`src/rtl/alu_share_arbiter.sv`:
```
// alu_share_arbiter: round-robin sharing of one combinational ALU between two
// valid/ready requesters. One operation is in flight at a time. Its operands
// are registered into the ALU, the result is captured one cycle later, and the
// response is held until the owning requester takes it.
`timescale 1ns/1ps
module alu_share_arbiter #(
  parameter int DATA_W = 32,
  parameter int OP_W   = 3
) (
  input  logic              clk,
  input  logic              reset,
  input  logic              req0_valid,
  output logic              req0_ready,
  input  logic [OP_W-1:0]   req0_op,
  input  logic [DATA_W-1:0] req0_a,
  input  logic [DATA_W-1:0] req0_b,
  input  logic              req1_valid,
  output logic              req1_ready,
  input  logic [OP_W-1:0]   req1_op,
  input  logic [DATA_W-1:0] req1_a,
  input  logic [DATA_W-1:0] req1_b,
  output logic              rsp0_valid,
  input  logic              rsp0_ready,
  output logic [DATA_W-1:0] rsp0_result,
  output logic              rsp0_zero,
  output logic              rsp1_valid,
  input  logic              rsp1_ready,
  output logic [DATA_W-1:0] rsp1_result,
  output logic              rsp1_zero,
  output logic [OP_W-1:0]   alu_ctrl,
  output logic [DATA_W-1:0] alu_src_a,
  output logic [DATA_W-1:0] alu_src_b,
  input  logic [DATA_W-1:0] alu_result,
  input  logic              alu_zero,
  output logic              busy
);

  typedef enum logic [1:0] {IDLE, EXEC, RESP} state_t;

  state_t              state_q, state_d;
  logic                lastGrant_q;
  logic                owner_q;
  logic [OP_W-1:0]     op_q;
  logic [DATA_W-1:0]   srcA_q;
  logic [DATA_W-1:0]   srcB_q;
  logic [DATA_W-1:0]   result_q;
  logic                zero_q;

  logic                grant;
  logic                accept;
  logic                rspDone;

  // State register; reset aborts whatever operation is in flight
  always_ff @(posedge clk) begin
    if (reset) state_q <= IDLE;
    else       state_q <= state_d;
  end

  // Next-state: accept in IDLE, one execute cycle, then wait for the owner to take the result
  always_comb begin
    state_d = state_q;
    case (state_q)
      IDLE:    if (accept)  state_d = EXEC;
      EXEC:                 state_d = RESP;
      RESP:    if (rspDone) state_d = IDLE;
      default:              state_d = IDLE;
    endcase
  end

  // Outputs: round-robin grant favours the requester that was not served last; only the owner's response is valid
  always_comb begin
    if (req0_valid && req1_valid) grant = ~lastGrant_q;
    else                          grant = req1_valid;
    req0_ready = (state_q == IDLE) && req0_valid && !grant;
    req1_ready = (state_q == IDLE) && req1_valid &&  grant;
    accept     = req0_ready || req1_ready;
    rsp0_valid = (state_q == RESP) && !owner_q;
    rsp1_valid = (state_q == RESP) &&  owner_q;
    rspDone    = (rsp0_valid && rsp0_ready) || (rsp1_valid && rsp1_ready);
    busy       = (state_q != IDLE);
  end

  // Datapath registers: operands on accept, ALU result at end of EXEC, fairness pointer on response handoff
  always_ff @(posedge clk) begin
    if (reset) begin
      lastGrant_q <= 1'b1;
      owner_q     <= 1'b0;
      op_q        <= '0;
      srcA_q      <= '0;
      srcB_q      <= '0;
      result_q    <= '0;
      zero_q      <= 1'b0;
    end else begin
      if (accept) begin
        owner_q <= req1_ready;
        op_q    <= req1_ready ? req1_op : req0_op;
        srcA_q  <= req1_ready ? req1_a  : req0_a;
        srcB_q  <= req1_ready ? req1_b  : req0_b;
      end
      if (state_q == EXEC) begin
        result_q <= alu_result;
        zero_q   <= alu_zero;
      end
      if (rspDone) lastGrant_q <= owner_q;
    end
  end

  assign alu_ctrl    = op_q;
  assign alu_src_a   = srcA_q;
  assign alu_src_b   = srcB_q;
  assign rsp0_result = result_q;
  assign rsp0_zero   = zero_q;
  assign rsp1_result = result_q;
  assign rsp1_zero   = zero_q;

endmodule

```
`config.mk`:
```
export PLATFORM = sky130hd
export DESIGN_NAME = alu_share_arbiter
export DESIGN_NICKNAME = d
export VERILOG_FILES = /design/src/rtl/alu_share_arbiter.sv
export SDC_FILE = /design/constraint.sdc
export NUM_CORES = 1
export LEC_CHECK = 0
export ABC_AREA = 1
export CAP_MARGIN = 20
export CORE_AREA = 4 4 160 116
export CTS_CLUSTER_SIZE = 40
export DETAILED_ROUTE_END_ITERATION = 6
export DIE_AREA = 0 0 164 120
export GPL_ROUTABILITY_DRIVEN = 0
export PLACE_DENSITY_LB_ADDON = 0.12
export SYNTH_ARGS = -nofsm -noshare
export SYNTH_HDL_FRONTEND = slang
export SYNTH_SLANG_ARGS = --single-unit
```
`constraint.sdc`:
```
create_clock -name clk -period 1.9 [get_ports clk]
set_clock_uncertainty 0.15 [all_clocks]
set_input_delay 0.57 -clock clk [delete_from_list [all_inputs] [get_ports clk]]
set_output_delay 0.57 -clock clk [all_outputs]
set_load 0.05 [all_outputs]
```
==> run_results.csv <==
group,metric,value,unit
outcome,status,"finished, violations left",
outcome,violations,"negative setup slack",
finish,utilization,65.6,%
clock_tree,clkSinkCount,104,
clock_tree,clk_latency,0.34,ns
finish,nFillCells,1489,
timing,rsz0062_at_grt,"true",
clock_tree,cts_root_buffer,"clkbuf_16",
detailed_routing,finalWirelength,21400,µm
synth,synthCells,1008,
global_routing,track_usage,21.1,%
timing,fin_ws,-0.113,ns
worst_setup_path,worstPathCellList,"nor2_4 > buf_6 > nand3_4 > clkinvlp_4 > buf_12",
timing,post-route-min-period,2.01,ns
timing,timing.final.crit_share,106,%
timing,worstMarginPinSlew,0.622,ns
finish,finalNonFillerCells,1493,
synth,ys_ff_latch,104,
worst_setup_path,slowest_delay,0.34,ns
timing,fmax,0.497,GHz
global_routing,grt_max_degree,67,
synth,yosysWarnings,0,
synth,syn_area_per_cell,6.12,µm²
global_routing,grt_pass1_wl,33400,µm
min_path,hp-class,"reg -> reg",
finish,antenna_cells,0,
worst_setup_path,path_buf_inv,3,
die,io_pins,311,
detailed_routing,firstDrtPassIters,5,
power_and_ir_drop,powerDensity,814,mW/mm²
power_and_ir_drop,vdd_drop_max,0.000465,V
die,fp.dieW,164,µm
detailed_routing,vias,6803,
clock_tree,cts_buffer_depth,2,
clock_tree,cts_inserted_buffers,9,
worst_setup_path,slowest_stage,"dfxtp_2",
die,rows,40,
worst_setup_path,required,1.18,ns
synth,synth_fp_nets,1181,
clock_tree,cts_hold_buf,0,
worst_setup_path,end_kind,"output pin",
worst_setup_path,cp-start-kind,"flop",
global_routing,grt-ovfl-total,0,
synth,synth.distinct_cells,19,
clock_tree,cts_max_level,3,
die,dieHeight,120,µm
global_routing,antenna_found_initial,1,
synth,ys_seq_area_share,33.8,%
finish,area_growth,80.0,%
placed_design,dp_cells,1469,
worst_setup_path,regToRegSetupSlack,0.17,ns
finish,nets,1430,
timing,max_slew_margin,58.5,%
global_routing,grt_pass1_vias,6146,
placed_design,io_buffers,310,
finish,layout-drive-gt1-share,17.4,%
worst_setup_path,worstPathArrival,1.29,ns
timing,slew_violations,0,
detailed_routing,ant_nets,0,
timing,finalHoldViolations,0,
die,die_area,0.0197,mm²
detailed_routing,drc_errors,0,
power_and_ir_drop,leakage,5.57,nW
worst_setup_path,criticalPathCategory,"reg -> out",
worst_setup_path,cp_max_fo,3,
clock_tree,cts_tree,"yes",
flow_run,drv_cap,0,
worst_setup_path,cp_top_family,"buffers and inverters",
detailed_routing,drt_iter0_drc,418,
detailed_routing,drt-wirelength-per-cell,14.4,µm
die,core,0.0169,mm²
placed_design,dpl.hpwl,16000,µm
clock_tree,cts.clk_slew.worst_paths,0.07,ns
timing,setup_viol,4,
detailed_routing,drt-vias-per-instance,4.56,
synth,syn_area,0.00617,mm²
die,start_util,36.4,%
==> layout make-up <==
class                           instances  area (µm²)  area share, %
Timing Repair Buffer                  348        4910           44.3
Multi-Input combinational cell        587        2690           24.2
Sequential cell                       104        2090           18.8
Inverter                              207         785           7.07
Tap cell                              231         289           2.60
Clock buffer                           10         239           2.15
Clock inverter                          6        98.8          0.891
==> power by group <==
part | switching (W) | internal [W]
combinational | 0.00220 | 0.00197
sequential | 0.000318 | 0.00243
clock | 0.000892 | 0.00122
total | 0.00341 | 0.00562
==> final timing paths <==
kind / from / endpoint / cells after the start
min reg2reg: owner_q / owner_q / 2
min: owner_q / owner_q / 2
max: state_q[0] / req1_ready / 5
max reg2reg: state_q[0] / alu_ctrl[2] / 9
==> worst min-delay path: stages, from the launching register on <==
cell and delay [ns]:
dfxtp_2 0.36, nand2_1 0.07, a21oi_1 0.05
==> routing by layer <==
metal  up-vias  track usage [%]  routed length [µm]
li1       3536                -                   -
met1      2991             25.7                8510
met2       244             34.7               10200
met3        30             8.86                2360
met4         2             4.45                 333
met5         -                0                  13
==> logic make-up (layout without fill, tap and decap cells) <==
kind of cell           Yosys count  after routing  share of synthesized area [%]
flip-flops                     104            104                           33.8
AND/OR/NAND/NOR                549            549                           39.7
AO/OA/AOI/OAI                   38             38                           3.08
buffers and inverters          317            571                           23.4
==> layout by cell type (no fill, tap or decap), drive strengths merged <==
cell and instances:
a21oi 5, buf 177, bufinv 2, clkbuf 11, clkdlybuf4s50 170, clkinvlp 3
dfxtp 104, inv 208, nand2 208, nand3 136, nand4 68, nor2 137
o21ai 33
==> cell usage after synthesis (all sizes together) <==
master | number | area [µm²]
a21oi | 5 | 25.0
buf | 87 | 582
clkbuf | 23 | 86.3
dfxtp | 104 | 2080
inv | 207 | 777
nand2 | 208 | 791
nand3 | 136 | 681
nand4 | 68 | 425
nor2 | 137 | 552
o21ai | 33 | 165
==> per-stage QoR <==
| step | total power [W] | TNS (ns) | instance area [µm²] | hold WS, ns | setup WS (ns) |
|---|---|---|---|---|---|
| after floorplan | 0.00494 | -0.206 | 6230 | 0.322 | -0.123 |
| after global placement | 0.00693 | -0.0892 | 10700 | 0.353 | -0.0176 |
| after detailed placement | 0.00696 | -0.213 | 10700 | 0.356 | -0.0316 |
| after CTS | 0.00913 | -0.334 | 11100 | 0.352 | -0.125 |
| after global routing | 0.00949 | -0.486 | 11100 | 0.379 | -0.176 |
| final | 0.00903 | -0.254 | 11100 | 0.359 | -0.113 |
==> sequential cells by signal (all words and copies together), names as in the netlist <==
signal       flops
alu_ctrl         3
alu_src_a       32
alu_src_b       32
lastGrant_q      1
owner_q          1
rsp0_result     32
rsp0_zero        1
state_q          2
==> repair_timing <==
item | in CTS | in global routing
setup endpoints to repair | 5 | 7
hold endpoints to repair | 0 | 0
resized for setup | 12 | 1
buffers inserted | 6 | 2
pin swaps | 2 | 1
Note: power is estimated with default switching activity, not from simulation.
